## src/rtl/mem_port_arbiter.sv

```systemverilog
// Arbiter for the core's single memory port: data has priority over fetch, with a starvation
// limit so fetch always progresses. One access at a time, IDLE -> BUSY -> RESP -> IDLE.
module mem_port_arbiter #(
  parameter int MEM_LATENCY = 5,
  parameter int STARVE_MAX  = 2
) (
  input  logic            clk,
  input  logic            rst_b,
  input  logic            if_req,
  input  logic [31:0]     if_addr,
  output logic            if_ready,
  output logic [31:0]     if_rdata,
  input  logic            d_req,
  input  logic            d_we,
  input  logic [31:0]     d_addr,
  input  logic [3:0][7:0] d_wdata,
  output logic            d_ready,
  output logic [3:0][7:0] d_rdata,
  output logic [31:0]     mem_addr,
  output logic [3:0][7:0] mem_data_in,
  input  logic [3:0][7:0] mem_data_out,
  output logic            mem_write_en,
  output logic            busy,
  output logic            stall
);

  localparam int CNT_W = (MEM_LATENCY > 1) ? $clog2(MEM_LATENCY) : 1;
  localparam int STV_W = $clog2(STARVE_MAX + 1);

  typedef enum logic [1:0] {IDLE, BUSY, RESP} state_t;

  state_t             state, state_nxt;
  logic [CNT_W-1:0]   cnt;
  logic [STV_W-1:0]   starve;
  logic               own_data;
  logic               own_store;
  logic               grant;
  logic               grant_data;

  function automatic logic [STV_W-1:0] starve_inc(input logic [STV_W-1:0] s);
    if (s == STV_W'(STARVE_MAX)) return s;
    return s + STV_W'(1);
  endfunction

  always_ff @(posedge clk or negedge rst_b) begin
    if (!rst_b) state <= IDLE;
    else        state <= state_nxt;
  end

  // Grants are only taken from IDLE; fetch wins a tie once data has been favoured STARVE_MAX times.
  always_comb begin
    state_nxt  = state;
    grant      = 1'b0;
    grant_data = 1'b0;
    case (state)
      IDLE: begin
        if (if_req || d_req) begin
          grant      = 1'b1;
          grant_data = d_req && !(if_req && (starve == STV_W'(STARVE_MAX)));
          state_nxt  = BUSY;
        end
      end
      BUSY:    if (cnt == '0) state_nxt = RESP;
      RESP:    state_nxt = IDLE;
      default: state_nxt = IDLE;
    endcase
  end

  always_ff @(posedge clk or negedge rst_b) begin
    if (!rst_b) begin
      cnt          <= '0;
      starve       <= '0;
      own_data     <= 1'b0;
      own_store    <= 1'b0;
      mem_addr     <= '0;
      mem_data_in  <= '0;
      mem_write_en <= 1'b0;
      if_rdata     <= '0;
      d_rdata      <= '0;
    end else begin
      mem_write_en <= 1'b0;
      if (grant) begin
        own_data     <= grant_data;
        own_store    <= grant_data && d_we;
        mem_addr     <= grant_data ? d_addr : if_addr;
        mem_write_en <= grant_data && d_we;
        cnt          <= CNT_W'(MEM_LATENCY - 1);
        if (grant_data) mem_data_in <= d_wdata;
        if (!grant_data) starve <= '0;
        else if (if_req) starve <= starve_inc(starve);
      end else if (state == BUSY) begin
        if (cnt != '0) begin
          cnt <= cnt - CNT_W'(1);
        end else if (!own_data) begin
          if_rdata <= mem_data_out;
        end else if (!own_store) begin
          d_rdata <= mem_data_out;
        end
      end
    end
  end

  assign busy     = (state != IDLE);
  assign if_ready = (state == RESP) && !own_data;
  assign d_ready  = (state == RESP) && own_data;
  assign stall    = (if_req && !if_ready) || (d_req && !d_ready);

endmodule

```

## config.mk

```make
export PLATFORM = sky130hd
export DESIGN_NAME = mem_port_arbiter
export DESIGN_NICKNAME = d
export VERILOG_FILES = /design/src/rtl/mem_port_arbiter.sv
export SDC_FILE = /design/constraint.sdc
export NUM_CORES = 1
export LEC_CHECK = 0
export BUFFER_PORTS_ARGS = -buffer_cell sky130_fd_sc_hd__buf_4
export CAP_MARGIN = 20
export CELL_PAD_IN_SITES_DETAIL_PLACEMENT = 1
export CELL_PAD_IN_SITES_GLOBAL_PLACEMENT = 2
export CORE_MARGIN = 3
export CORE_UTILIZATION = 30
export DETAILED_ROUTE_END_ITERATION = 6
export GPL_TIMING_DRIVEN = 0
export PLACE_DENSITY_LB_ADDON = 0.1
export SLEW_MARGIN = 0
export SYNTH_ARGS = -nofsm -noshare
export SYNTH_HDL_FRONTEND = slang
export SYNTH_SLANG_ARGS = --single-unit
```

## constraint.sdc

```tcl
create_clock -name clk -period 4.3 [get_ports clk]
set_input_delay 1.075 -clock clk [delete_from_list [all_inputs] [get_ports clk]]
set_output_delay 1.075 -clock clk [all_outputs]
set_load 0.01 [all_outputs]
```

# After elaboration in Yosys (flattened, before gate mapping)
# Cells that the tools add are included.
# Widths: inputs -> output; s select.
# totals
elab_cells	73
n_memories	0
ramBits	0
mem_bits_ro	0
latchBits	0
output_inout_bits	133
ff_bits	138
# classes
div	0
n_lt_le_gt_ge	0
n_addsub	2
bitwise_logic	4
n_reduce_logical	25
muxes	19
n_shift	0
eq_ne	7
multipliers	0
# op_table
operator	count
$mux 32	1
$mux 2	5
$mux 1	9
$mux 3	3
$logic_and 1x1->1	7
$ne 2x2->1 const B	3
$reduce_and 2->1	3
$reduce_bool 2->1	3
$reduce_and 5->1	1
$eq 2x2->1 const B	2
$logic_not 1->1	4
$not 1->1	4
$pmux 2 s2	1
$reduce_and 4->1	1
$logic_not 3->1	1
$ne 3x3->1 const B	1
$reduce_and 3->1	1
$reduce_bool 3->1	1
$sub 3x1->3 const B	1
$add 2x1->2 const B	1
$eq 2x1->1 const B	1
$logic_not 2->1	1
$logic_or 1x1->1	2

# Logic depth before layout (Yosys ltp)
# Gate-level depths: netlist of the first run.
# depth
depth_word	11
depth_mapped	8
ltp_nobuf	5

# Worst setup path before layout of the first run
# No wires, ideal clock.
# synth_timing
path_kind	input -> output
from	input d_req
to	output stall
path_stages	3
t_arrival_ns	1.629
required_time_ns	3.225
path_slack_ns	1.596
path_cell_list	inv_1 -> clkbuf_1 -> o22ai_1
# synth_via
elab_chain_len	2
# synth_lines
element	line	text
from (decl)	13	input logic d_req,
$logic_and 1x1->1	106	assign stall = (if_req && !if_ready) || (d_req && !d_ready);
$logic_or 1x1->1	106	
to (decl)	24	output logic stall
# No other way between the ends.

# Worst setup path in the final report of the first run
# Same ends and word-level chain as after synthesis.

==> results of run 1 <==
==> where the power goes <==
part           switching [uW]  internal [uW]  total [uW]
Combinational            1250           1460        2710
Sequential                362           1940        2310
Clock                     604            988        1590
Total                    2210           4390        6610
==> through the flow <==
| stage | setup WS (ns) | instances | power (uW) | util (%) | hold WS (ns) |
|---|---|---|---|---|---|
| 3_3_place_gp | 1.10 | 963 | 4990 | 43.3 | 0.470 |
| 5_1_grt | 1.04 | 996 | 7030 | 46.8 | 0.502 |
| 2_1_floorplan | 1.60 | 438 | 3590 | - | 0.449 |
| 3_5_place_dp | 1.11 | 964 | 5080 | 43.4 | 0.476 |
| 6_report | 1.09 | 996 | 6610 | 46.8 | 0.484 |
| 4_1_cts | 1.10 | 996 | 6720 | 46.8 | 0.490 |
==> sequential cells by signal (all words and copies together) (netlist names) <==
signal	flops
cnt	3
d_rdata	32
if_rdata	32
mem_addr	32
mem_data_in	32
mem_write_en	1
own_data	1
own_store	1
starve	2
state	2
==> synth_stat cells, drive strengths merged (2+ instances only) <==
master and count:
buf 10, o2111ai 32, ha 3, nor2 3
and3 2, nor2b 2, a21oi 2, nand2 2
inv 39, nand3 2, nand2b 2, o211ai 32
o21ai 37, mux2 96, dfrtp 138, clkbuf 23
==> metal layers <==
| metal | GRT usage (%) | vias up | part of all wire (%) |
|---|---|---|---|
| met3 | 5.25 | 22 | 5.9 |
| li1 | - | 2173 | - |
| met5 | 0 | - | 0 |
| met1 | 22.2 | 2342 | 44 |
| met4 | 5.46 | 0 | 1.7 |
| met2 | 27.6 | 177 | 49 |
==> worst reg2reg max path, stage by stage (launching register included) <==
cell and delay [ns]:
dfrtp_1 0.37, inv_1 0.10, ha_1 0.20, nand2b_1 0.15, nor3_2 0.37, buf_4 0.28, mux2_1 0.35
==> layout by cell type, fill, tap and decap left out, types with 17 or more instances in the layout <==
cell	Yosys	layout
buf_4	4	268
clkbuf_1	23	24
clkbuf_16	0	17
dfrtp_1	138	138
inv_1	38	38
mux2_1	64	64
mux2_4	30	30
o2111ai_1	32	32
o211ai_1	32	32
o21ai_0	37	37
==> cell families (layout without fill, tap and decap cells) <==
| group | count (synthesis) | in the layout | share of synthesized area [%] |
|---|---|---|---|
| and+or+nand+nor | 19 | 19 | 2.20 |
| muxes | 96 | 96 | 20.2 |
| adders and majority gates | 3 | 3 | 0.635 |
| AOI/OAI and AO/OA | 110 | 110 | 13.0 |
| buffers and inverters | 72 | 370 | 5.58 |
| DFF | 138 | 138 | 58.4 |
==> path summary, 6_finish.rpt <==
check	slack, ns	from	endpoint
max in group asynchronous	2.85	rst_b	if_rdata[27]
min reg2reg	0.48	mem_data_in[10]	mem_data_in[10]
min in group asynchronous	0.62	rst_b	mem_data_in[30]
max reg2reg	2.36	cnt[0]	if_rdata[20]
max	1.09	d_req	stall
min	0.48	mem_data_in[10]	mem_data_in[10]
==> cell type report <==
cell class,count,area (sq um)
fillers,2067,10100
plain buffers,33,184
inverters,39,146
repair buffers,266,2020
multi-input cells,228,2130
clock buffers,18,429
clock inverters,14,211
flip-flops and latches,138,3450
well taps,260,325
==> reports/metrics.yaml, run 1 <==
global_route:
  grt_antenna_before_repair: 0
  grt_usage_pct: 17.2
  grt_max_degree: 86
  overflow: 0
  first_global_vias: 5098
  grt_pass1_wl_um: 29100
clock_network:
  insertion_delay_ns: 0.43
  cts.repair.resized: 0
  clkTransAtPathRegs_ns: 0.06
  numClockSinks: 138
  cts_tree: "built"
  post-cts-setup-buffers: 0
  htree_num_levels: 4
  cts-root-buf: "clkbuf_16"
  cts_buffer_depth: 2
  holdBufCountCts: 0
  cts_buffers: 17
synthesis:
  synth_edf_count: 0
  synth.distinct_cells: 34
  yosys-top-cells-area: "dfrtp_1 58%, mux2_1 12%, mux2_4 7.6%"
  yosys.area.top_type_share_pct: 58.4
  synth_ff_type: "dfrtp_1"
  synth_seq_cells: 138
  synthCells: 438
  syn_nets: 574
  synth_top_area_cell: "dfrtp_1"
  syn_area_sq_mm: 0.00592
  syn_avg_cell_area_sq_um: 13.5
  seq_area_frac_synth_pct: 58.4
  yosysWarningCount: 0
  synthArstFlopShare_pct: 100
flow_run:
  cap_viol_max_count: 0
floorplan:
  fp-row-count: 50
  start_util_pct: 31.1
  fp.dieW_um: 146
  die_area_sq_mm: 0.0214
  fp.dieH_um: 146
  ios: 266
  core_sq_mm: 0.0190
detailed_routing:
  drc_errors: 0
  drt_iter0_drc: 153
  dr_total_vias: 4714
  vias_per_cell: 4.73
  ant_nets: 0
  wire_per_inst_um: 18.7
  dr.pass1.iters: 4
  wirelength_um: 18600
setup_path:
  critical_path.slowest_cell: "clkbuf_1"
  cp_common_cell: "buf_4"
  crit_arrival_ns: 2.14
  cp_top_family: "buffers and inverters"
  path_class: "primary input to output port"
  required_ns: 3.22
  worstPathMaxFanout: 10
  max_stage_delay_ns: 0.43
  crit_chain: "buf_4 -> inv_1 -> clkbuf_1 -> o22ai_1 -> buf_4"
  worst_r2r_path_depth: 6
  cp.depth: 5
  path_buf_inv: 4
  startpoint_type: "primary input"
  setup.worst_path.end_class: "output port"
hold_path:
  whs_path_depth: 1
  hold_path_class: "register to register"
placed_design:
  routabilityCongestion: 0.765
  place_area_sq_mm: 0.00826
  port_buffers: 265
  dpl.hpwl_um: 13800
cells_and_area:
  syn2layout_area_growth_pct: 50.5
  drive_gt1_share_pct: 46.6
  fin_nets: 859
  n_antenna_cell: 0
  final_area_sq_mm: 0.00890
timing:
  post-route-min-period_ns: 3.21
  fin_crit_sh_pct: 74.7
  hold_viol_final: 0
  slew_viol_final: 0
  setup_tns_ns: 0
  fin_skew_ns: 0.0134
  worst_pin_slew_ns: 0.577
  rsz0062_at_grt: "no"
  setup_violations: 0
  relSlewSlack_pct: 61.5
  fmax_ghz: 0.311
power_and_ir_drop:
  pwr_density_cell_mw_per_mm2: 742
  peakVddDrop_uv: 309
  p_leak_uw: 0.00433
run_status:
  status: "completed"
Power figures use the tool's default switching activity.
==> inputs of run 2 (changes only) <==
--- a/config.mk
+++ b/config.mk
@@ -5,12 +5,13 @@
 export SDC_FILE = /design/constraint.sdc
 export NUM_CORES = 1
 export LEC_CHECK = 0
+export ABC_AREA = 1
 export BUFFER_PORTS_ARGS = -buffer_cell sky130_fd_sc_hd__buf_4
 export CAP_MARGIN = 20
 export CELL_PAD_IN_SITES_DETAIL_PLACEMENT = 1
 export CELL_PAD_IN_SITES_GLOBAL_PLACEMENT = 2
 export CORE_MARGIN = 3
-export CORE_UTILIZATION = 30
+export CORE_UTILIZATION = 24
 export DETAILED_ROUTE_END_ITERATION = 6
 export GPL_TIMING_DRIVEN = 0
 export PLACE_DENSITY_LB_ADDON = 0.1
==> constraint.sdc (replaced) <==
create_clock -name clk -period 2.8 [get_ports clk]
set_input_delay 0.7 -clock clk [delete_from_list [all_inputs] [get_ports clk]]
set_output_delay 0.7 -clock clk [all_outputs]
set_load 0.01 [all_outputs]
==> run 2 against run 1 <==
Net effect: clock skew increased by 0.0017 ns; core utilization decreased by 11 points; die area increased by 29%; design area increased by 2.9%; combinational power increased by 66%; sequential share of layout area decreased by 1.1 points; via count increased by 18%; cell count increased by 34%; global-route usage decreased by 1.9 points; largest cell class unchanged; highest routed layer unchanged.
==> reports/metrics.yaml, run 2 <==
run_status:
  status: "completed"
detailed_routing:
  dr.pass1.iters: 4
  vias_per_cell: 4.15
  dr_total_vias: 5544
  drt_iter0_drc: 246
  drc_errors: 0
  ant_nets: 0
  wirelength_um: 21100
  wire_per_inst_um: 15.8
timing:
  fin_crit_sh_pct: 85.0
  worst_pin_slew_ns: 0.669
  rsz0062_at_grt: "no"
  fmax_ghz: 0.420
  relSlewSlack_pct: 55.4
  setup_tns_ns: 0
  setup_violations: 0
  hold_viol_final: 0
  worst_slack_ns: 0.421
  holdWs_ns: 0.259
  slew_viol_final: 0
  fin_skew_ns: 0.0151
  post-route-min-period_ns: 2.38
clock_network:
  htree_num_levels: 4
  insertion_delay_ns: 0.42
  clkTransAtPathRegs_ns: 0.06
  cts.repair.resized: 0
  cts_buffer_depth: 2
  numClockSinks: 138
  cts_tree: "built"
  cts_buffers: 17
  post-cts-setup-buffers: 0
  holdBufCountCts: 0
  cts-root-buf: "clkbuf_16"
setup_path:
  startpoint_type: "primary input"
  crit_chain: "buf_2 -> clkbuf_1 -> inv_1 -> o22ai_1 -> buf_4"
  setup.worst_path.end_class: "output port"
  path_buf_inv: 4
  path_class: "primary input to output port"
  cp_top_family: "buffers and inverters"
  critical_path.slowest_cell: "clkbuf_1"
  required_ns: 2.10
  crit_arrival_ns: 1.68
  worstPathMaxFanout: 10
  max_stage_delay_ns: 0.42
synthesis:
  syn_avg_cell_area_sq_um: 8.70
  syn_area_sq_mm: 0.00618
  syn_nets: 847
  yosys.area.top_type_share_pct: 55.8
  synthArstFlopShare_pct: 100
  synth_seq_cells: 138
  yosys-top-cells-area: "dfrtp_1 56%, nand2_1 13%, inv_1 8.5%"
  synth_ff_type: "dfrtp_1"
  synth_top_area_cell: "dfrtp_1"
  synth_edf_count: 0
  yosysWarningCount: 0
  yosysMostFrequentCell: "nand2_1"
  synthCells: 711
  synth.distinct_cells: 23
  seq_area_frac_synth_pct: 55.8
  ys_top_cells_by_count: "206 x nand2_1, 140 x inv_1, 138 x dfrtp_1"
cells_and_area:
  nFillCells: 3037
  final_cell_mix: "264 x buf_4, 206 x nand2_1, 140 x inv_1, 138 x dfrtp_1, 54 x o21ai_1"
  drive_gt1_share_pct: 36.9
  fin_util_pct: 36.3
  layout_commonest_cell: "buf_4"
  fin_nets: 1131
  n_antenna_cell: 0
  syn2layout_area_growth_pct: 48.1
power_and_ir_drop:
  p_int_uw: 6290
  switchingPower_uw: 3890
  seqPwrFrac_pct: 34.6
  clockPowerShare_pct: 21.2
  pwr_density_cell_mw_per_mm2: 1110
  p_leak_uw: 0.00514
  power_uw: 10200
  p_comb_share_pct: 44.2
  peakVddDrop_uv: 336
  switching_share_pct: 38.2
global_route:
  first_global_vias: 5995
  grt_use_met1_pct: 20.7
  grt_pass1_wl_um: 33800
  grt-busiest-layer: "met2"
  overflow: 0
  grt_antenna_before_repair: 0
  grt_max_degree: 75
  grt_usage_pct: 15.2
  groute.layer.met2.usage_pct: 23.5
  grtUsageMet3_pct: 5.34
floorplan:
  fp-row-count: 58
  fp.dieH_um: 167
  start_util_pct: 24.5
  die_area_sq_mm: 0.0277
  fp.dieW_um: 167
  ios: 266
  core_sq_mm: 0.0253
flow_run:
  cap_viol_max_count: 0
placed_design:
  place_ws_ns: 0.406
  routabilityCongestion: 0.713
  dpl.hpwl_um: 15700
  port_buffers: 264
hold_path:
  hold_path_class: "primary input to async pin"
[run 2: changes by cell type after synthesis, sizes merged, moves of 22 or more]
cell,previous run,this run
inv,39,141
o21ai,37,101
nand4,0,32
buf,10,32
o211ai,32,0
nand2,2,209
nand3,2,38
mux2,96,0
o2111ai,32,0
[run 2: through the flow]
| stage | area [sq um] | std cells |
|---|---|---|
| 6_report | 9160 | 1336 |
| 5_1_grt | 9160 | 1336 |
| 4_1_cts | 9160 | 1336 |
| 3_5_place_dp | 8610 | 1306 |
| 3_3_place_gp | 8580 | 1305 |
| 2_1_floorplan | 6180 | 711 |
[run 2: cell type report]
cell class              count  area [sq um]  area share [%]
plain buffers              39           263            2.87
clock buffers              17           425            4.64
clock inverters            13           123            1.34
inverters                 141           529            5.78
multi-input cells         393          1940            21.2
flip-flops and latches    138          3450            37.7
well taps                 330           413            4.51
repair buffers            265          2010            22.0
[run 2: layer usage]
metal / share of wire (%) / vias up
met5: 0 / -
met4: 0.85 / 0
met3: 8.0 / 15
met2: 45 / 167
met1: 46 / 2601
li1: - / 2761
[run 2: power by group through the flow]
| stage | Sequential (uW) | Clock, uW | Combinational [uW] |
|---|---|---|---|
| after CTS | 3540 | 2240 | 4630 |
| after detailed placement | 3560 | 0 | 4620 |
| final | 3530 | 2150 | 4500 |
| after global placement | 3530 | 0 | 4580 |
| after floorplan | 3940 | 0 | 1810 |
| after global routing | 3670 | 2320 | 5030 |
[run 2: kinds of logic (layout without fill, tap and decap cells)]
group,count (synthesis),count (layout),synth area share (%)
AOI/OAI and AO/OA,102,102,10.5
adders and majority gates,3,3,0.607
buffers and inverters,180,475,12.8
DFF,138,138,55.8
and+or+nand+nor,288,288,20.2
[run 2: final timing paths]
| path | startpoint | to | slack (ns) | depth (start not counted) |
|---|---|---|---|---|
| worst min-delay path | rst_b | mem_addr[31] | 0.26 | 1 |
| min in group clk | mem_addr[24] | mem_addr[24] | 0.48 | 2 |
| worst max-delay path | d_req | stall | 0.42 | 5 |
| max in group asynchronous | rst_b | d_rdata[2] | 1.71 | 2 |
| worst max register to register | starve[0] | mem_addr[17] | 1.07 | 7 |
| worst min register to register | mem_addr[24] | mem_addr[24] | 0.48 | 2 |
==> inputs of run 3 (changes only) <==
--- a/config.mk
+++ b/config.mk
@@ -11,7 +11,7 @@
 export CELL_PAD_IN_SITES_DETAIL_PLACEMENT = 1
 export CELL_PAD_IN_SITES_GLOBAL_PLACEMENT = 2
 export CORE_MARGIN = 3
-export CORE_UTILIZATION = 24
+export CORE_UTILIZATION = 27
 export DETAILED_ROUTE_END_ITERATION = 6
 export GPL_TIMING_DRIVEN = 0
 export PLACE_DENSITY_LB_ADDON = 0.1
==> constraint.sdc (replaced) <==
create_clock -name clk -period 2.5 [get_ports clk]
set_input_delay 0.625 -clock clk [delete_from_list [all_inputs] [get_ports clk]]
set_output_delay 0.625 -clock clk [all_outputs]
set_load 0.01 [all_outputs]
==> run 3 against run 2 <==
Net effect: register-to-register slack worse by 0.32 ns; die area down 11%; critical path depth did not move; core utilization increased by 4.8 points; sequential share of layout area grew 0.27 points; critical endpoint unchanged; global-route usage increased by 1.5 points; combinational power up 12%; first-iteration DRC count increased by 2.0%; clock skew shrank 0.0064 ns.
==> reports/metrics.yaml, run 3 (synthesized netlist as in run 2, its figures left out) <==
placed_design:
  port_buffers: 264
  routabilityCongestion: 0.747
  dpl.hpwl_um: 15300
  dp.cells: 1256
  place_area_sq_mm: 0.00855
detailed_routing:
  drt_iter0_drc: 251
  dr_total_vias: 5639
  wirelength_um: 20600
  drc_errors: 0
  vias_per_cell: 4.38
  dr.pass1.iters: 4
  wire_per_inst_um: 16.0
  ant_nets: 0
setup_path:
  worstPathMaxFanout: 10
  startpoint_type: "primary input"
  required_ns: 1.88
  crit_start: "d_req"
  crit_arrival_ns: 1.60
  rr_startpoint: "starve[0]"
  r2r_slack_ns: 0.75
  setup.worst_path.end_class: "output port"
  path_class: "primary input to output port"
global_route:
  grt_max_degree: 83
  grt_antenna_before_repair: 0
  grt_pass1_wl_um: 32300
  first_global_vias: 5823
  grt_usage_pct: 16.8
  overflow: 0
cells_and_area:
  final_cell_mix: "264 x buf_4, 206 x nand2_1, 140 x inv_1, 138 x dfrtp_1, 54 x o21ai_1"
  n_antenna_cell: 0
  drive_gt1_share_pct: 36.9
  layout_commonest_cell: "buf_4"
  fin_nets: 1131
  final_area_sq_mm: 0.00909
  syn2layout_area_growth_pct: 47.0
  final_cells: 1288
timing:
  fin_skew_ns: 0.00864
  rsz0062_at_grt: "no"
  worst_pin_slew_ns: 0.592
  relSlewSlack_pct: 60.5
  hold_viol_final: 0
  fin_crit_sh_pct: 88.9
  setup_tns_ns: 0
  holdWs_ns: 0.161
  fmax_ghz: 0.450
  slew_viol_final: 0
  setup_violations: 0
  post-route-min-period_ns: 2.22
clock_network:
  holdBufCountCts: 0
  insertion_delay_ns: 0.41
  cts.repair.resized: 0
  htree_num_levels: 4
  post-cts-setup-buffers: 0
  numClockSinks: 138
  cts_tree: "built"
  clkTransAtPathRegs_ns: 0.07
  cts_buffer_depth: 2
  cts-root-buf: "clkbuf_16"
  cts_buffers: 17
floorplan:
  ios: 266
  fp.dieW_um: 157
  start_util_pct: 27.9
  core_sq_mm: 0.0222
  fp-row-count: 54
  fp.dieH_um: 157
  die_area_sq_mm: 0.0248
hold_path:
  hold_path_class: "primary input to async pin"
power_and_ir_drop:
  p_leak_uw: 0.00512
  pwr_density_cell_mw_per_mm2: 1250
  peakVddDrop_uv: 442
flow_run:
  cap_viol_max_count: 0
run_status:
  status: "completed"
[run 3: cell count changes in the layout (fill, tap and decap cells not counted)]
cell | before | now
inv_8 | 1 | 2
clkinv_4 | 3 | 2
clkinvlp_4 | 3 | 6
inv_6 | 2 | 3
clkinv_2 | 3 | 1
clkbuf_1 | 7 | 8
bufinv_16 | 1 | 0
[run 3: power breakdown]
part / switching, uW / internal [uW] / total, uW
sequential: 623 / 3340 / 3970
combinational: 2710 / 2330 / 5030
clock: 1060 / 1290 / 2350
[run 3: area by class of cell]
class                           count  area (sq um)
Buffer                             39           263
Multi-Input combinational cell    393          1940
Clock inverter                     14           116
Sequential cell                   138          3450
Inverter                          141           529
Tap cell                          280           350
Timing Repair Buffer              265          2010
Clock buffer                       18           429
Fill cell                        2684         13100
[run 3: through the flow]
stage | worst slack [ns] | power (uW) | utilization (%)
after floorplan | 0.536 | 6450 | -
after global placement | 0.0401 | 9060 | 38.4
after detailed placement | 0.269 | 9170 | 38.6
after CTS | 0.269 | 11600 | 41.0
after global routing | 0.162 | 12300 | 41.0
final | 0.277 | 11400 | 41.0
[run 3: critical path: stages]
cell and delay, ns:
buf_2 0.19, clkbuf_1 0.41, inv_1 0.08, o22ai_1 0.13, buf_4 0.15
[run 3: path summary, 6_finish.rpt]
path / depth (start not counted) / endpoint
max: 5 / stall
min: 1 / mem_addr[31]
max reg2reg: 7 / mem_addr[22]
max in group asynchronous: 2 / mem_data_in[11]
min reg2reg: 2 / mem_addr[18]
min in group clk: 3 / mem_data_in[2]
[run 3: layer usage]
metal / vias up / global-route usage [%] / share of wire, %
met1: 2672 / 22.2 / 44
met3: 13 / 6.79 / 9.5
met2: 181 / 26.0 / 46
met5: - / 0 / 0
met4: 0 / 3.51 / 0.87
li1: 2773 / - / -
